$ cat config.mk
export PLATFORM = sky130hd
export DESIGN_NAME = tti_rx_desc_packer
export DESIGN_NICKNAME = d
export VERILOG_FILES = /design/src/rtl/tti_rx_desc_packer.sv
export SDC_FILE = /design/constraint.sdc
export NUM_CORES = 1
export LEC_CHECK = 0
export ABC_AREA = 1
export CAP_MARGIN = 40
export CORE_AREA = 2 2 85 87
export CTS_CLUSTER_DIAMETER = 40
export CTS_CLUSTER_SIZE = 20
export DETAILED_ROUTE_END_ITERATION = 8
export DIE_AREA = 0 0 87 89
export GPL_TIMING_DRIVEN = 0
export PLACE_DENSITY_LB_ADDON = 0.08
export SYNTH_ARGS = -nofsm -noshare
export SYNTH_HDL_FRONTEND = slang
export SYNTH_SLANG_ARGS = --single-unit
$ cat constraint.sdc
create_clock -name clk_i -period 2.6 [get_ports clk_i]
set_input_delay 0.26 -clock clk_i [delete_from_list [all_inputs] [get_ports clk_i]]
set_output_delay 0.26 -clock clk_i [all_outputs]
set_load 0.05 [all_outputs]
$ cat src/rtl/tti_rx_desc_packer.sv
// TTI RX back end: packs received private-write bytes little-endian into RX data
// words and emits one RX descriptor per transfer once all of its words are written.
module tti_rx_desc_packer #(
  parameter int unsigned TtiRxDataWidth     = 32,
  parameter int unsigned TtiRxDescDataWidth = 32
) (
  input  logic                          clk_i,
  input  logic                          rst_ni,
  input  logic                          enable_i,
  input  logic                          transfer_start_i,
  input  logic                          transfer_stop_i,
  input  logic [7:0]                    bus_addr_i,
  input  logic                          bus_addr_valid_i,
  input  logic                          rx_byte_valid_i,
  input  logic [7:0]                    rx_byte_i,
  output logic                          rx_byte_ready_o,
  output logic                          rx_queue_wvalid_o,
  input  logic                          rx_queue_wready_i,
  output logic [TtiRxDataWidth-1:0]     rx_queue_wdata_o,
  output logic                          rx_desc_queue_wvalid_o,
  input  logic                          rx_desc_queue_wready_i,
  output logic [TtiRxDescDataWidth-1:0] rx_desc_queue_wdata_o,
  output logic                          err_len_ovf_o,
  output logic                          busy_o
);

  localparam int unsigned NumLanes = TtiRxDataWidth / 8;
  localparam int unsigned LaneW    = (NumLanes > 1) ? $clog2(NumLanes) : 1;
  localparam logic [LaneW-1:0] LastLane = LaneW'(NumLanes - 1);

  typedef enum logic [2:0] {
    S_IDLE,
    S_ADDR,
    S_COLLECT,
    S_DRAIN,
    S_DESC
  } state_e;

  state_e                    state_q, state_d;
  logic [6:0]                addr_q, addr_d;
  logic [15:0]               cnt_q, cnt_d;
  logic [LaneW-1:0]          lane_q, lane_d;
  logic                      err_q, err_d;
  logic                      ovf_q, ovf_d;
  logic                      rstart_q, rstart_d;
  logic                      wvalid_q, wvalid_d;
  logic [TtiRxDataWidth-1:0] wdata_q, wdata_d;

  logic byte_acc;
  logic end_evt;

  assign rx_byte_ready_o = ((state_q == S_COLLECT) && !wvalid_q) ||
                           (state_q == S_IDLE) || (state_q == S_ADDR);
  assign byte_acc = rx_byte_valid_i && rx_byte_ready_o;
  assign end_evt  = transfer_start_i || transfer_stop_i;

  always_comb begin
    state_d  = state_q;
    addr_d   = addr_q;
    cnt_d    = cnt_q;
    lane_d   = lane_q;
    err_d    = err_q;
    ovf_d    = 1'b0;
    rstart_d = rstart_q;
    wvalid_d = wvalid_q;
    wdata_d  = wdata_q;

    // A consumed word clears the buffer so unused lanes of the next partial word read zero.
    if (wvalid_q && rx_queue_wready_i) begin
      wvalid_d = 1'b0;
      wdata_d  = '0;
    end

    unique case (state_q)
      S_IDLE: begin
        if (enable_i && transfer_start_i) begin
          state_d = S_ADDR;
        end
      end

      S_ADDR: begin
        if (!enable_i || transfer_stop_i) begin
          state_d = S_IDLE;
        end else if (bus_addr_valid_i) begin
          if (bus_addr_i[0]) begin
            state_d = S_IDLE;
          end else begin
            addr_d  = bus_addr_i[7:1];
            cnt_d   = '0;
            lane_d  = '0;
            err_d   = 1'b0;
            wdata_d = '0;
            state_d = S_COLLECT;
          end
        end
      end

      S_COLLECT: begin
        if (!enable_i) begin
          // A pending word must still be handshaken before abandoning the transfer.
          if (!wvalid_q) begin
            lane_d  = '0;
            wdata_d = '0;
            state_d = S_IDLE;
          end
        end else begin
          if (byte_acc) begin
            if (cnt_q == 16'hFFFF) begin
              err_d = 1'b1;
              ovf_d = !err_q;
            end else begin
              for (int unsigned l = 0; l < NumLanes; l++) begin
                if (lane_q == LaneW'(l)) begin
                  wdata_d[l*8 +: 8] = rx_byte_i;
                end
              end
              cnt_d = cnt_q + 16'd1;
              if (lane_q == LastLane) begin
                wvalid_d = 1'b1;
                lane_d   = '0;
              end else begin
                lane_d = lane_q + LaneW'(1);
              end
            end
          end
          // End event is processed after the same-cycle byte so a partial word is flushed.
          if (end_evt) begin
            if (lane_d != '0) begin
              wvalid_d = 1'b1;
              lane_d   = '0;
            end
            rstart_d = transfer_start_i && !transfer_stop_i;
            state_d  = S_DRAIN;
          end
        end
      end

      S_DRAIN: begin
        if (!wvalid_q) begin
          state_d = S_DESC;
        end
      end

      S_DESC: begin
        if (rx_desc_queue_wready_i) begin
          state_d = rstart_q ? S_ADDR : S_IDLE;
        end
      end

      default: begin
        state_d = S_IDLE;
      end
    endcase
  end

  always_ff @(posedge clk_i) begin
    if (!rst_ni) begin
      state_q  <= S_IDLE;
      addr_q   <= '0;
      cnt_q    <= '0;
      lane_q   <= '0;
      err_q    <= 1'b0;
      ovf_q    <= 1'b0;
      rstart_q <= 1'b0;
      wvalid_q <= 1'b0;
      wdata_q  <= '0;
    end else begin
      state_q  <= state_d;
      addr_q   <= addr_d;
      cnt_q    <= cnt_d;
      lane_q   <= lane_d;
      err_q    <= err_d;
      ovf_q    <= ovf_d;
      rstart_q <= rstart_d;
      wvalid_q <= wvalid_d;
      wdata_q  <= wdata_d;
    end
  end

  assign rx_queue_wvalid_o      = wvalid_q;
  assign rx_queue_wdata_o       = wdata_q;
  assign rx_desc_queue_wvalid_o = (state_q == S_DESC);
  assign rx_desc_queue_wdata_o  = {err_q, 8'h00, addr_q, cnt_q};
  assign err_len_ovf_o          = ovf_q;
  assign busy_o                 = (state_q != S_IDLE);

endmodule

==> flow_summary.toml <==
[global_routing]
overflow = 0
grt_max_degree = 14
grt_pass1_wl_um = 15100
grt.total_usage_pct = 24.8
antenna_found_initial = 0
grt_pass1_vias = 3422

[floorplan]
dieArea_um2 = 7740
num_rows = 30
die_x_um = 87
ios = 94
die_h_um = 89
core_region_area_um2 = 6720
initial_core_util_pct = 51.8

[clocking]
cts-htree-levels = 3
hold_buffers = 0
cts_max_path_buffers = 2
cts_tree = "done"
clk_pin_slew_ns = 0.08
clock-root-buffer = "clkbuf_8"
cts_buffers = 9
cts.repair.resized = 0
post_cts_buffers = 0
cts_sinks = 64
clkLatencyLatePin_ns = 0.35

[detailed_routing]
first_iter_violations = 225
dr.pass1.iters = 4
drc = 0
ant_nets = 0
drt_wl_total_um = 9240
viasPerCell = 5.16
post_drt_wl_per_cell_um = 13.4
vias = 3569

[timing]
worst_pin_slew_ns = 0.547
hold_violations = 0
clock.fmax_mhz = 467
rsz0062_at_grt = "no"
clock_skew_ns = 0.00612
period_minus_slack_ns = 2.14
fin_crit_sh_pct = 82.4
fin_setup_tns_ns = 0
setup_slack_ns = 0.458
slew_viol_final = 0
max_slew_margin_pct = 63.4
setup_violations = 0

[cells_and_area]
drive_gt1_share_pct = 13.7
diodes = 0
final_util_pct = 69.6
nNetsFinal = 636
synthToLayoutAreaGrowth_pct = 34.3
fillers = 565
finalInstanceArea_um2 = 4680

[yosys]
synth.yosys.seq_area_share_pct = 36.8
yosysWarnings = 0
netlist_area_um2 = 3480
syn_inst = 504
synth.distinct_cells = 39
synth-seq-cells = 64
avgSynthCellArea_um2 = 6.91

[pwr]
leakagePower_nw = 1.83
power_density_nw_per_um2 = 641
ir_worst_vdd_v = 0.000348

[place]
pre_cts_ws_ns = 0.622
placed_area_um2 = 4450
hpwl_um = 6970
gp_congestion = 0.886
port_buffers = 84

[setup_path]
slowest_delay_ns = 0.80
rr_endpoint = "rx_queue_wdata_o[2]$_SDFF_PN0_"
critPathArrivalTime_ns = 1.88
worstPathMaxFanout = 4
crit_path_start_kind = "flip-flop"
worst_setup_path_end_kind = "output port"
r2r-start = "cnt_q[0]$_SDFFE_PN0P_"
cpMaxStageDelayCell = "clkdlybuf4s50_1"
crit_type = "flip-flop to output port"
ff2ff_path_depth = 11
worstPathRequired_ns = 2.34
r2r_slack_ns = 0.67
crit_chain = "inv_2 -> nand2_1 -> nor2_1 -> inv_1 -> clkdlybuf4s50_1"

[job]
cap_violations = 0

[min_path]
min_from = "enable_i"
min_path_type = "primary input to flip-flop"
min_path_cells = 3
whs_endpoint = "rx_queue_wdata_o[20]$_SDFF_PN0_"

[outcome]
status = "finished clean"
-- sequential cells by signal (all words and copies together), names as in the netlist --
signal,count
cnt_q,16
rstart_q,1
err_len_ovf_o,1
addr_q,7
rx_queue_wdata_o,32
rx_queue_wvalid_o,1
err_q,1
lane_q,2
state_q,3
-- layout make-up --
cell class	count	area [um2]	area share (%)
Clock inverter	7	103	2.19
Sequential cell	64	1280	27.4
Tap cell	80	100	2.14
Timing Repair Buffer	84	841	18.0
Multi-Input combinational cell	357	1820	38.8
Buffer	25	168	3.58
Clock buffer	9	124	2.65
Inverter	65	244	5.22
-- metal layers --
| layer | GRT usage [%] | wire (um) | vias to the layer above | share of wire (%) |
|---|---|---|---|---|
| met5 | 0 | 0 | - | 0 |
| met4 | 10.2 | 168 | 0 | 1.8 |
| met3 | 7.02 | 600 | 17 | 6.5 |
| met2 | 42.3 | 4440 | 126 | 48 |
| met1 | 29.4 | 4030 | 1591 | 44 |
| li1 | - | - | 1835 | - |
-- report_power, final --
group	switching (mW)	total, mW	internal [mW]
clock network	0.435	0.985	0.550
logic	0.663	0.955	0.292
registers	0.0378	1.06	1.02
-- critical path: cells and delay by family (launching register included) --
kind          cells  cell delay [ns]
flops             1             0.41
buf+inv           3             0.93
simple gates      2             0.20
-- kinds of logic after synthesis --
logic type / share of synthesized area, %
compound gates: 15.8
xor+xnor: 1.01
fa+ha+maj: 1.80
buf+inv: 11.8
flops: 36.8
other cells: 0.108
simple gates: 32.7
-- cells in the final DEF (no fill, tap or decap), drive strengths merged --
cell	instances
xor2	4
o21a	1
nor4	2
nand3	44
o31ai	1
clkinvlp	1
and3	1
nor2	73
a21oi	54
buf	17
inv	65
a31oi	1
conb	8
nand2	105
o22ai	6
nand4	7
clkdlybuf4s50	84
bufinv	2
clkbuf	17
a211oi	3
o21ai	32
clkinv	4
dfxtp	64
o211ai	1
nor3	8
ha	5
nand3b	1
-- cell usage after synthesis (all sizes together) --
cell	number	area share (%)
nand3	44	7.1
a21oi	54	8.1
buf	17	4.0
o211ai	1	0.22
dfxtp	64	37
conb	1	0.11
a211oi	3	0.93
clkbuf	8	0.86
o21a	1	0.22
nor2	73	9.8
nand2	105	12
inv	63	6.8
a31oi	1	0.18
nand4	7	1.3
o22ai	6	1.1
nor4	2	0.36
nand3b	1	0.22
nor3	8	1.3
clkinv	2	0.22
o31ai	1	0.22
and3	1	0.18
o21ai	32	4.9
ha	5	1.8
xor2	4	1.0
-- how the worst max path moves through the flow --
stage,startpoint,end,slack (ns)
after floorplan,cnt_q[0]$_SDFFE_PN0P_,rx_queue_wdata_o[17]$_SDFF_PN0_,0.58
after global placement,transfer_stop_i,rx_queue_wdata_o[27]$_SDFF_PN0_,0.63
after detailed placement,transfer_stop_i,rx_queue_wdata_o[27]$_SDFF_PN0_,0.62
after CTS,state_q[1]$_SDFFE_PN0P_,busy_o,0.45
after global routing,state_q[1]$_SDFFE_PN0P_,busy_o,0.34
final,state_q[1]$_SDFFE_PN0P_,busy_o,0.46
-- metrics by stage --
stage	hold slack [ns]	total power, mW	cells
6_report	0.212	3.00	691
5_1_grt	0.197	3.14	691
4_1_cts	0.204	3.00	691
3_5_place_dp	0.445	2.03	675
3_3_place_gp	0.446	2.02	675
2_1_floorplan	0.398	1.77	511
No activity file was read; power rests on OpenSTA's default activity.
